$ cat src/rtl/frame_seq_pkg.sv
// Shared types and clocking-derived defaults for the frame update sequencer.
package frame_seq_pkg;

  typedef enum logic [1:0] {IDLE, BUSY, GAP} frame_seq_state_t;

  localparam int unsigned CLK_HZ                 = 50_000_000;
  localparam int unsigned REFRESH_HZ             = 60;
  localparam int unsigned TIMEOUT_CYCLES_DEFAULT = CLK_HZ / REFRESH_HZ;

endpackage

$ cat src/rtl/frame_update_sequencer_sat_counter.sv
// Up-counter with synchronous active-low clear that holds at all-ones.
module sat_counter #(
  parameter int unsigned W = 8
) (
  input  logic         clk,
  input  logic         clr_n,
  input  logic         inc,
  output logic [W-1:0] count
);

  always_ff @(posedge clk) begin
    if (!clr_n) begin
      count <= '0;
    end else if (inc && (count != '1)) begin
      count <= count + W'(1);
    end
  end

endmodule

$ cat src/rtl/frame_update_sequencer.sv
// Turns refresh ticks into a req/done handshake, buffering one tick and counting drops.
// Optional watchdog abort when FRAME_UPDATE_WATCHDOG_EN is defined (adds timeout_pulse).
module frame_update_sequencer
  import frame_seq_pkg::*;
#(
  parameter int unsigned FRAME_CNT_W    = 16,
  parameter int unsigned OVR_CNT_W      = 8,
  parameter int unsigned TIMEOUT_CYCLES = TIMEOUT_CYCLES_DEFAULT
) (
  input  logic                   clk_50,
  input  logic                   rst_n,
  input  logic                   refresh_tick,
  input  logic                   update_done,
  output logic                   update_req,
  output logic [FRAME_CNT_W-1:0] frame_id,
  output logic                   busy,
  output logic                   overrun_pulse,
  output logic [OVR_CNT_W-1:0]   overrun_count
`ifdef FRAME_UPDATE_WATCHDOG_EN
  ,
  output logic                   timeout_pulse
`endif
);

  frame_seq_state_t state, state_next;
  logic pending, pending_next;
  logic start, drop;

`ifdef FRAME_UPDATE_WATCHDOG_EN
  localparam int unsigned WD_W = $clog2(TIMEOUT_CYCLES + 1);
  logic [WD_W-1:0] wd_cnt;
  logic            timeout_hit;
`else
  logic unused_timeout_cfg;
  assign unused_timeout_cfg = ^TIMEOUT_CYCLES;
`endif

  always_ff @(posedge clk_50) begin
    if (!rst_n) begin
      state         <= IDLE;
      pending       <= 1'b0;
      frame_id      <= '0;
      overrun_pulse <= 1'b0;
    end else begin
      state         <= state_next;
      pending       <= pending_next;
      overrun_pulse <= drop;
      if (start) frame_id <= frame_id + FRAME_CNT_W'(1);
    end
  end

  // In GAP a held pending always starts the next update, so an incoming tick
  // simply re-arms pending and can never be dropped there.
  always_comb begin
    state_next   = state;
    pending_next = pending;
    start        = 1'b0;
    drop         = 1'b0;
`ifdef FRAME_UPDATE_WATCHDOG_EN
    timeout_hit  = 1'b0;
`endif
    case (state)
      IDLE: begin
        if (refresh_tick) begin
          state_next = BUSY;
          start      = 1'b1;
        end
      end
      BUSY: begin
        if (update_done) begin
          state_next = GAP;
        end
`ifdef FRAME_UPDATE_WATCHDOG_EN
        else if (wd_cnt == WD_W'(TIMEOUT_CYCLES - 1)) begin
          state_next  = GAP;
          timeout_hit = 1'b1;
        end
`endif
        if (refresh_tick) begin
          if (pending) drop = 1'b1;
          else         pending_next = 1'b1;
        end
      end
      GAP: begin
        if (pending || refresh_tick) begin
          state_next = BUSY;
          start      = 1'b1;
        end else begin
          state_next = IDLE;
        end
        if (pending) pending_next = refresh_tick;
      end
      default: state_next = IDLE;
    endcase
  end

  always_comb begin
    update_req = (state == BUSY);
    busy       = (state != IDLE);
  end

`ifdef FRAME_UPDATE_WATCHDOG_EN
  always_ff @(posedge clk_50) begin
    if (!rst_n) begin
      wd_cnt        <= '0;
      timeout_pulse <= 1'b0;
    end else begin
      timeout_pulse <= timeout_hit;
      if (state != BUSY) wd_cnt <= '0;
      else               wd_cnt <= wd_cnt + WD_W'(1);
    end
  end
`endif

  sat_counter #(.W(OVR_CNT_W)) u_overrun_cnt (
    .clk   (clk_50),
    .clr_n (rst_n),
    .inc   (drop),
    .count (overrun_count)
  );

endmodule

$ cat config.mk
export PLATFORM = sky130hd
export DESIGN_NAME = frame_update_sequencer
export DESIGN_NICKNAME = d
export VERILOG_FILES = /design/src/rtl/frame_seq_pkg.sv /design/src/rtl/frame_update_sequencer_sat_counter.sv /design/src/rtl/frame_update_sequencer.sv
export SDC_FILE = /design/constraint.sdc
export NUM_CORES = 1
export LEC_CHECK = 0
export CORE_MARGIN = 3
export CORE_UTILIZATION = 51
export DETAILED_ROUTE_END_ITERATION = 7
export PLACE_DENSITY_LB_ADDON = 0.3
export SYNTH_ARGS = -nofsm -noshare
export SYNTH_HDL_FRONTEND = slang
export SYNTH_SLANG_ARGS = --single-unit
$ cat constraint.sdc
create_clock -name clk_50 -period 4 [get_ports clk_50]
set_input_delay 0.6 -clock clk_50 [delete_from_list [all_inputs] [get_ports clk_50]]
set_output_delay 0.6 -clock clk_50 [all_outputs]
set_load 0.02 [all_outputs]
==> run summary, run 1 <==
period utilisation layout = 56.3%
GP Congestion = 0.811
layout cell share with drive strength beyond 1 = 2.94%
Max clock buf depth = 2
mux contribution to synthesized area = 3.97%
synth cell count leaders = dfxtp_1, nor2_1, nand2_1
Worst VDD drop = 0.198 mV
Post-CTS Setup Inserts = 0
critical path's top delay family = simple AND/OR/NAND/NOR gates
Port-buffer cells = 30
nature of the critical path endpoint = flip-flop
Root Driver = clkbuf_4
Initial Util = 55.4%
Skew-Pair Late Insertion Delay = 310 ps
fin. max-slew vios = 0
Worst Skew = 4.61 ps
Async SR Flop Fraction = 0%
CTS clk-pin slew, worst paths = 140 ps
Final Setup Violations = 0
compound-gate portion of the synthesized area = 10.2%
CP Max Fanout = 11
first-pass GRT wire length = 4530 um
cell taking the most area after synthesis = dfxtp_1
drt first pass iters = 6
crit path DAT = 2500 ps
top-count cell post-synth = dfxtp_1
Post-DP HPWL = 1910 um
DIE WIDTH = 55.7 um
post-route minimum period = 2250 ps
Hold Buf Count CTS = 0
Synth Area in Adders = 1.98%
vias per std cell = 5.68
TritonCTS Sinks = 28
Leak = 0.000567 uW
post-synthesis sequential area ratio = 44.4%
# resized after CTS = 0
Placed Area = 1570 um^2
multi-input gate area in the final layout = 662 um^2
total wire length = 2600 um
CTS Buf Count = 3
number of flops mapped to enable cells by yosys = 0
Core ar. = 2280 um^2
DRC errors left = 0
final instance count without filler cells = 198
Synth Instances = 143
setup TNS = 0 ps
row cnt = 17
Worst-Margin Slew = 686 ps
Post-Syn Nets = 149
area grow syn2layout = 26.5%
Wirelength per Cell = 13.1 um
power per cell area = 276 nW/um^2
Seq cells post-synth = 28
post-synthesis simple-gate area fraction = 28.0%
critical path buffer and inverter count = 1
Pwr Total = 440 uW
RSZ-0062 raised after global routing = no
WS Path Type = input port to flip-flop
Sequential Area = 561 um^2
H-tree levels = 1
CP Cell Sequence = clkdlybuf4s50_1 -> a21oi_1 -> or4_1 -> or3_1 -> a21oi_1
largest net degree at the start of global routing = 22
cell area after layout = 1600 um^2
Synth top area share = 44.4%
Die Height = 55.7 um
max-cap violation count = 0
critical path startpoint category = input port
DRT iter0 DRCs = 18
synth warn = 0
Die ar. = 3110 um^2
vias in the first global route = 1,060
diode count = 0
FMAX = 444 MHz
min-delay worst type = flip-flop to flip-flop
TritonCTS clock tree = built
placed instance count = 195
Mapped Avg Cell Area = 8.82 um^2
Vias = 1,125
setup ws final = 1750 ps
area of the mapped netlist = 1260 um^2
total grt overflow = 0
top post-synthesis cells by area = dfxtp_1, nor2_1, xnor2_1
XOR/XNOR Fraction of Synth Area = 8.33%
initial antenna violation count = 0
Synth cell types = 35
dominant synthesized flop cell = dfxtp_1
Setup WS pre-CTS = 1410 ps
status = complete, no violations
Final Hold Fails = 0
Crit path required time = 4250 ps
I/O pins = 31
relative slew slack = 54.3%
crit path max-delay cell type = or4_1
most frequent CP cell = a21oi_1
gr usage total = 17.6%
fill cell total of the finished layout = 182
number of nets in the final layout = 178
main combinational cell family by area after synthesis = simple AND/OR/NAND/NOR gates
slowest stage delay, CP = 690 ps
remaining antenna violation count = 0
==> tightest hold or removal path: cells and delay by family, from the launching register on <==
kind	cells	cell delay, ps
multiplexers	1	50
flip-flops	1	360
AND/OR/NAND/NOR	1	60
==> registers in the layout, summed over array words and instances, names as in the netlist <==
signal and flops:
frame_id 16, state 2, pending 1, overrun_pulse 1, u_overrun_cnt.count 8
==> final cells by class <==
class	count	share of cell area, %
multi-input cells	105	41.5
repair buffers	30	18.8
well taps	28	2.20
flip-flops and latches	28	35.1
clock buffers	3	1.41
inverters	4	0.941
==> cell usage in the layout (no fill, tap or decap), types with 2 or more instances in the layout <==
cell and n:
nor4b_1 2, nand3_1 3, clkdlybuf4s50_1 30, nand4_1 5, ha_1 2, inv_1 4
dfxtp_1 28, and3_1 2, xnor2_1 6, nor3b_1 2, nand2b_1 4, o211ai_1 2
xor2_1 6, nor2_1 16, a21oi_1 8, nor3_1 4, o21a_1 3, mux2i_1 5
and2_1 3, nand2_1 10, or3_1 4, clkbuf_4 3, o21ai_0 6
==> per-layer routing <==
metal,GRT usage [%],part of all wire (%),vias up
met5,0,0,-
met2,31.9,51,19
met1,21.0,45,551
met4,5.21,0.54,0
met3,3.25,3.4,2
li1,-,-,553
==> through the flow <==
step | hold WS (ps) | utilization [%]
floorplan | 540 | -
global placement | 465 | 69.1
detailed placement | 493 | 69.1
CTS | 516 | 70.1
global route | 534 | 70.1
finish | 505 | 70.1
==> report_power, final <==
group,internal [uW],total (uW),switching [uW]
Clock,35.2,111,76.3
Sequential,284,289,5.24
Combinational,18.2,39.3,21.1
==> kinds of logic (layout without fill, tap and decap cells) <==
group                      Yosys count  after routing
and+or+nand+nor                     64             64
DFF                                 28             28
AOI/OAI and AO/OA                   22             22
xor gates and xnor gates            12             12
buffers and inverters               10             37
muxes                                5              5
adders and majority gates            2              2
==> worst paths after layout <==
check,startpoint,to,slack [ps],depth (start not counted)
worst max-delay path,refresh_tick,frame_id[10]$_SDFFE_PN0P_,1750,5
worst min-delay path,frame_id[15]$_SDFFE_PN0P_,frame_id[15]$_SDFFE_PN0P_,510,2
worst min register to register,frame_id[15]$_SDFFE_PN0P_,frame_id[15]$_SDFFE_PN0P_,510,2
worst max register to register,state[1]$_SDFFE_PN0P_,frame_id[10]$_SDFFE_PN0P_,2070,4
(Power assumes the default switching activity.)
==> inputs of run 2 (changes only) <==
- CORE_UTILIZATION: 51 -> 43
- clock period: 4 -> 1.9 ns (I/O delays scaled with it)
==> run summary, run 2 (synthesized netlist as in run 1, its figures left out) <==
status = complete, no violations
Crit path required time = 1620 ps (-2630 ps)
initial antenna violation count = 0 (unchanged)
max-cap violation count = 0 (unchanged)
Die ar. = 3620 um^2 (+17%)
H-tree levels = 1 (unchanged)
Top reg by flops = frame_id
CP Cell Sequence = or2_2 -> clkdlybuf4s50_1
diode count = 0 (unchanged)
CTS clk-pin slew, worst paths = 140 ps (about the same)
Largest regs = frame_id x16, u_overrun_cnt.count x8, state x2
vias per std cell = 5.48 (-3.6%)
GP Congestion = 0.756 (-6.8%)
slowest stage delay, CP = 540 ps (-150 ps)
number of nets in the final layout = 186 (+4.5%)
commonest non-fill, non-tap cell in the layout = clkdlybuf4s50_1
DRC errors left = 0 (unchanged)
CTS Buf Count = 3 (unchanged)
Post-DP HPWL = 1960 um (+2.4%)
Max clock buf depth = 2 (unchanged)
critical path's top delay family = buffers and inverters
relative slew slack = 75.0% (+21 points)
CP Max Fanout = 5 (-6)
placed instance count = 206 (+5.6%)
remaining antenna violation count = 0 (unchanged)
largest net degree at the start of global routing = 15 (-32%)
final instance count without filler cells = 209 (+5.6%)
gr usage total = 15.6% (-2.1 points)
critical path startpoint category = flip-flop
Final Hold Fails = 0 (unchanged)
total wire length = 2590 um (-0.35%)
Setup WS pre-CTS = -161 ps (-1570 ps)
Initial Util = 45.3% (-10 points)
worst hold path startpoint = frame_id[15]$_SDFFE_PN0P_
met3 WL = 128 um (+47%)
nature of the critical path endpoint = output port
fin. max-slew vios = 0 (unchanged)
cell area after layout = 1670 um^2 (+4.4%)
drt first pass iters = 4 (-2)
wire length on met1 = 1180 um (about the same)
Worst R2R Path Depth = 5 (+1)
multi-input gate area in the final layout = 666 um^2 (+0.57%)
crit path max-delay cell type = clkdlybuf4s50_1
Final Setup Violations = 0 (unchanged)
period utilisation layout = 95.1%
Root Driver = clkbuf_4
Skew-Pair Late Insertion Delay = 310 ps (about the same)
met2 WL = 1250 um (-5.4%)
leading cell types in the layout, fill and taps excluded = clkdlybuf4s50_1, dfxtp_1, nor2_1, nand2_1
DIE WIDTH = 60.2 um (+7.9%)
Hold Crit Endpoint = frame_id[15]$_SDFFE_PN0P_
Worst Skew = 3.67 ps (-0.939 ps)
vias in the first global route = 1,066 (+0.57%)
Sequential Area = 564 um^2 (+0.67%)
post-route minimum period = 1810 ps
I/O pins = 31 (unchanged)
Hold Buf Count CTS = 0 (unchanged)
critical path buffer and inverter count = 1 (unchanged)
layout cell share with drive strength beyond 1 = 9.55% (+6.6 points)
Vias = 1,145 (+1.8%)
min-delay worst type = flip-flop to flip-flop
hold depth = 2 (unchanged)
first-pass GRT wire length = 4430 um (-2.1%)
Worst R2R End = frame_id[14]$_SDFFE_PN0P_
DRT iter0 DRCs = 43 (+25)
Worst-Margin Slew = 369 ps (-317 ps)
Placed Area = 1640 um^2 (+4.2%)
WS Path Type = flip-flop to output port
reg-to-reg startpoint = frame_id[0]$_SDFFE_PN0P_
Wirelength per Cell = 12.4 um (-5.6%)
max layer used = met4
TritonCTS Sinks = 28 (unchanged)
Port-buffer cells = 30 (unchanged)
crit path DAT = 1520 ps (-980 ps)
area grow syn2layout = 32.0%
total grt overflow = 0 (unchanged)
power per cell area = 559 nW/um^2 (+100%)
Leak = 0.000612 uW (+8.0%)
setup ws final = 93.7 ps (-1660 ps)
max reg flops = 16 (unchanged)
TritonCTS clock tree = built
Worst VDD drop = 0.469 mV (+140%)
Core ar. = 2780 um^2 (+22%)
FMAX = 554 MHz
Die Height = 60.2 um (+7.9%)
row cnt = 19 (+2)
fill cell total of the finished layout = 265 (+46%)
R2R Setup Slk = 110 ps (-1960 ps)
==> run 2: cell count changes in the layout (fill, tap and decap cells not counted) <==
| cell | delta |
|---|---|
| or4_1 | -1 |
| dfxtp_2 | +3 |
| clkdlybuf4s50_1 | -1 |
| dlygate4sd2_1 | +1 |
| buf_4 | +8 |
| dfxtp_1 | -3 |
| or4_4 | +1 |
==> run 2: area by class of cell <==
type,count,area share [%]
clock buffers,3,1.35
multi-input cells,105,40.0
well taps,31,2.33
inverters,4,0.902
repair buffers,38,21.6
flip-flops and latches,28,33.9
==> run 2: tightest hold or removal path: cells and delay by family (launching register included) <==
kind | cells | cell delay [ps]
flip-flops | 1 | 350
AND/OR/NAND/NOR | 1 | 60
multiplexers | 1 | 50
==> run 2: worst max-delay path by stage <==
stage | startpoint | end | depth (start not counted)
2_1_floorplan | frame_id[0]$_SDFFE_PN0P_ | frame_id[10]$_SDFFE_PN0P_ | 6
3_3_place_gp | refresh_tick | frame_id[10]$_SDFFE_PN0P_ | 5
3_5_place_dp | refresh_tick | frame_id[14]$_SDFFE_PN0P_ | 5
4_1_cts | frame_id[0]$_SDFFE_PN0P_ | frame_id[14]$_SDFFE_PN0P_ | 5
5_1_grt | frame_id[2]$_SDFFE_PN0P_ | frame_id[15]$_SDFFE_PN0P_ | 6
6_report | state[1]$_SDFFE_PN0P_ | busy | 2
==> run 2: power by group <==
part           switching (uW)  internal [uW]  leakage (uW)  total [uW]
clock                     160           74.1     0.0000138         234
sequential               11.1            599      0.000227         610
combinational            45.3           42.1      0.000371        87.4
total                     216            715      0.000612         931
==> run 2: metrics by stage <==
stage / power, uW / utilization (%) / hold WS, ps / setup TNS, ps
6_report: 931 / 59.9 / 489 / 0
5_1_grt: 981 / 59.9 / 507 / -3.30
4_1_cts: 942 / 59.7 / 487 / 0
3_5_place_dp: 711 / 58.9 / 468 / -773
3_3_place_gp: 708 / 58.9 / 464 / -623
2_1_floorplan: 673 / - / 431 / 0
==> run 2: timing repair <==
item / 4_1_cts / 5_1_grt
endpoints found under the setup margin: 1 / 3
setup buffers: 0 / 0
endpoints found under the hold margin: 0 / 0
resized for setup: 1 / 2
==> run 2: layer usage <==
metal  vias up  GRT usage (%)
met5         -              0
met1       539           19.5
li1        567              -
met3         6           2.38
met4         0           7.28
met2        33           25.9
==> inputs of run 3 (changes only) <==
- CTS_BUF_LIST: default -> sky130_fd_sc_hd__clkbuf_16
- SLEW_MARGIN: default -> 15
==> run summary, run 3 (synthesized netlist as in run 1, its figures left out) <==
Initial Util = 45.3% (unchanged)
power per cell area = 670 nW/um^2 (+20%)
RSZ-0062 raised after global routing = no
fin. max-slew vios = 0 (unchanged)
nature of the critical path endpoint = flip-flop
min-delay worst type = flip-flop to flip-flop
reg-to-reg startpoint = frame_id[0]$_SDFFE_PN0P_
H-tree levels = 1 (unchanged)
crit path DAT = 1970 ps (+450 ps)
Placed Area = 1640 um^2 (unchanged)
Hold Crit Endpoint = frame_id[15]$_SDFFE_PN0P_
vias per std cell = 5.41 (-1.3%)
post-route minimum period = 1780 ps (-26.3 ps)
cell area after layout = 1730 um^2 (+3.7%)
area grow syn2layout = 36.9%
final instance count without filler cells = 209 (unchanged)
Core ar. = 2780 um^2 (unchanged)
Port-buffer cells = 30 (unchanged)
Crit path required time = 2090 ps (+470 ps)
largest net degree at the start of global routing = 15 (unchanged)
max reg flops = 16 (unchanged)
DRC errors left = 0 (unchanged)
FMAX = 562 MHz (+1.5%)
number of nets in the final layout = 186 (unchanged)
CP Max Fanout = 6 (+1)
Die Height = 60.2 um (unchanged)
WHS = 478 ps (-11.2 ps)
total wire length = 2630 um (+1.5%)
Final Hold Fails = 0 (unchanged)
vias in the first global route = 1,073 (+0.66%)
Final Util = 62.1% (+2.2 points)
gr usage total = 16.2% (+0.58 points)
status = complete, no violations
first-pass GRT wire length = 4510 um (+1.9%)
Worst R2R Path Depth = 5 (unchanged)
Leak = 0.000647 uW (+5.6%)
total grt overflow = 0 (unchanged)
period utilisation layout = 93.7% (-1.4 points)
drt first pass iters = 4 (unchanged)
Root Driver = clkbuf_16
relative slew slack = 74.8% (-0.27 points)
placed instance count = 206 (unchanged)
DIE WIDTH = 60.2 um (unchanged)
Top reg by flops = frame_id
TritonCTS Sinks = 28 (unchanged)
row cnt = 19 (unchanged)
max-cap violation count = 0 (unchanged)
Worst VDD drop = 0.583 mV (+24%)
diode count = 0 (unchanged)
DRT iter0 DRCs = 37 (-14%)
Die ar. = 3620 um^2 (unchanged)
Worst-Margin Slew = 376 ps (+6.67 ps)
R2R Setup Slk = 120 ps (about the same)
Skew-Pair Late Insertion Delay = 250 ps (-60 ps)
initial antenna violation count = 0 (unchanged)
Vias = 1,130 (-1.3%)
hold depth = 2 (unchanged)
Pwr Total = 1160 uW (+24%)
worst hold path startpoint = frame_id[15]$_SDFFE_PN0P_
WS Path Type = flip-flop to flip-flop
remaining antenna violation count = 0 (unchanged)
Hold Buf Count CTS = 0 (unchanged)
CTS clk-pin slew, worst paths = 60 ps (-80 ps)
Max clock buf depth = 2 (unchanged)
commonest non-fill, non-tap cell in the layout = clkdlybuf4s50_1
Post-DP HPWL = 1960 um (unchanged)
leading cell types in the layout, fill and taps excluded = clkdlybuf4s50_1, dfxtp_1, nor2_1, nand2_1
Worst R2R End = frame_id[14]$_SDFFE_PN0P_
GP Congestion = 0.756 (unchanged)
Final Setup Violations = 0 (unchanged)
layout cell share with drive strength beyond 1 = 9.55% (unchanged)
Worst Skew = 2.42 ps (-1.25 ps)
Wirelength per Cell = 12.6 um (+1.5%)
TritonCTS clock tree = built
critical path startpoint category = flip-flop
I/O pins = 31 (unchanged)
CTS Buf Count = 3 (unchanged)
Largest regs = frame_id x16, u_overrun_cnt.count x8, state x2
==> run 3: changes by cell type in the layout (fill, tap and decap cells not counted), sizes merged <==
cell,before,now
dlygate4sd2,1,0
dlymetal6s2s,0,1
==> run 3: final cells by class <==
cell class | instances | area, um^2
clock buffers | 3 | 75.1
flip-flops and latches | 28 | 563
inverters | 4 | 15.0
repair buffers | 38 | 363
fillers | 253 | 1050
well taps | 31 | 38.8
multi-input cells | 105 | 672
==> run 3: worst max-delay path by stage <==
stage,start,end,slack (ps),cells past startpoint
2_1_floorplan,frame_id[0]$_SDFFE_PN0P_,frame_id[10]$_SDFFE_PN0P_,70,6
3_3_place_gp,refresh_tick,frame_id[10]$_SDFFE_PN0P_,-140,5
3_5_place_dp,refresh_tick,frame_id[14]$_SDFFE_PN0P_,-160,5
4_1_cts,state[0]$_SDFFE_PN0P_,update_req,50,2
5_1_grt,refresh_tick,frame_id[15]$_SDFFE_PN0P_,60,7
6_report,frame_id[0]$_SDFFE_PN0P_,frame_id[14]$_SDFFE_PN0P_,120,5
==> run 3: worst max-delay path, cell delays in order (launching register included) <==
cell and delay, ps:
dfxtp_2 360, ha_1 200, nand2b_4 80, or4_4 550, or3_1 370, a21oi_1 150
==> run 3: where the power goes <==
part	internal [uW]	switching (uW)
clock	279	181
sequential	598	11.2
combinational	42.9	45.4
total	919	237
==> run 3: routing by layer <==
| metal | global-route usage, % | wire, um | vias up |
|---|---|---|---|
| li1 | - | - | 568 |
| met1 | 19.5 | 1220 | 530 |
| met2 | 27.0 | 1270 | 30 |
| met3 | 3.02 | 115 | 2 |
| met4 | 8.23 | 18 | 0 |
| met5 | 0 | 0 | - |
==> run 3: repair_timing <==
item / in CTS / in global routing
setup buffers: 0 / 0
hold endpoints to repair: 0 / 0
gates resized for setup: 0 / 3
endpoints found under the setup margin: 0 / 4
==> run 3: metrics by stage <==
step           setup slack, ps  setup TNS, ps
3_5_place_dp              -161           -773
5_1_grt                   55.5              0
6_report                   120              0
4_1_cts                   53.6              0
3_3_place_gp              -135           -623
2_1_floorplan             72.2              0
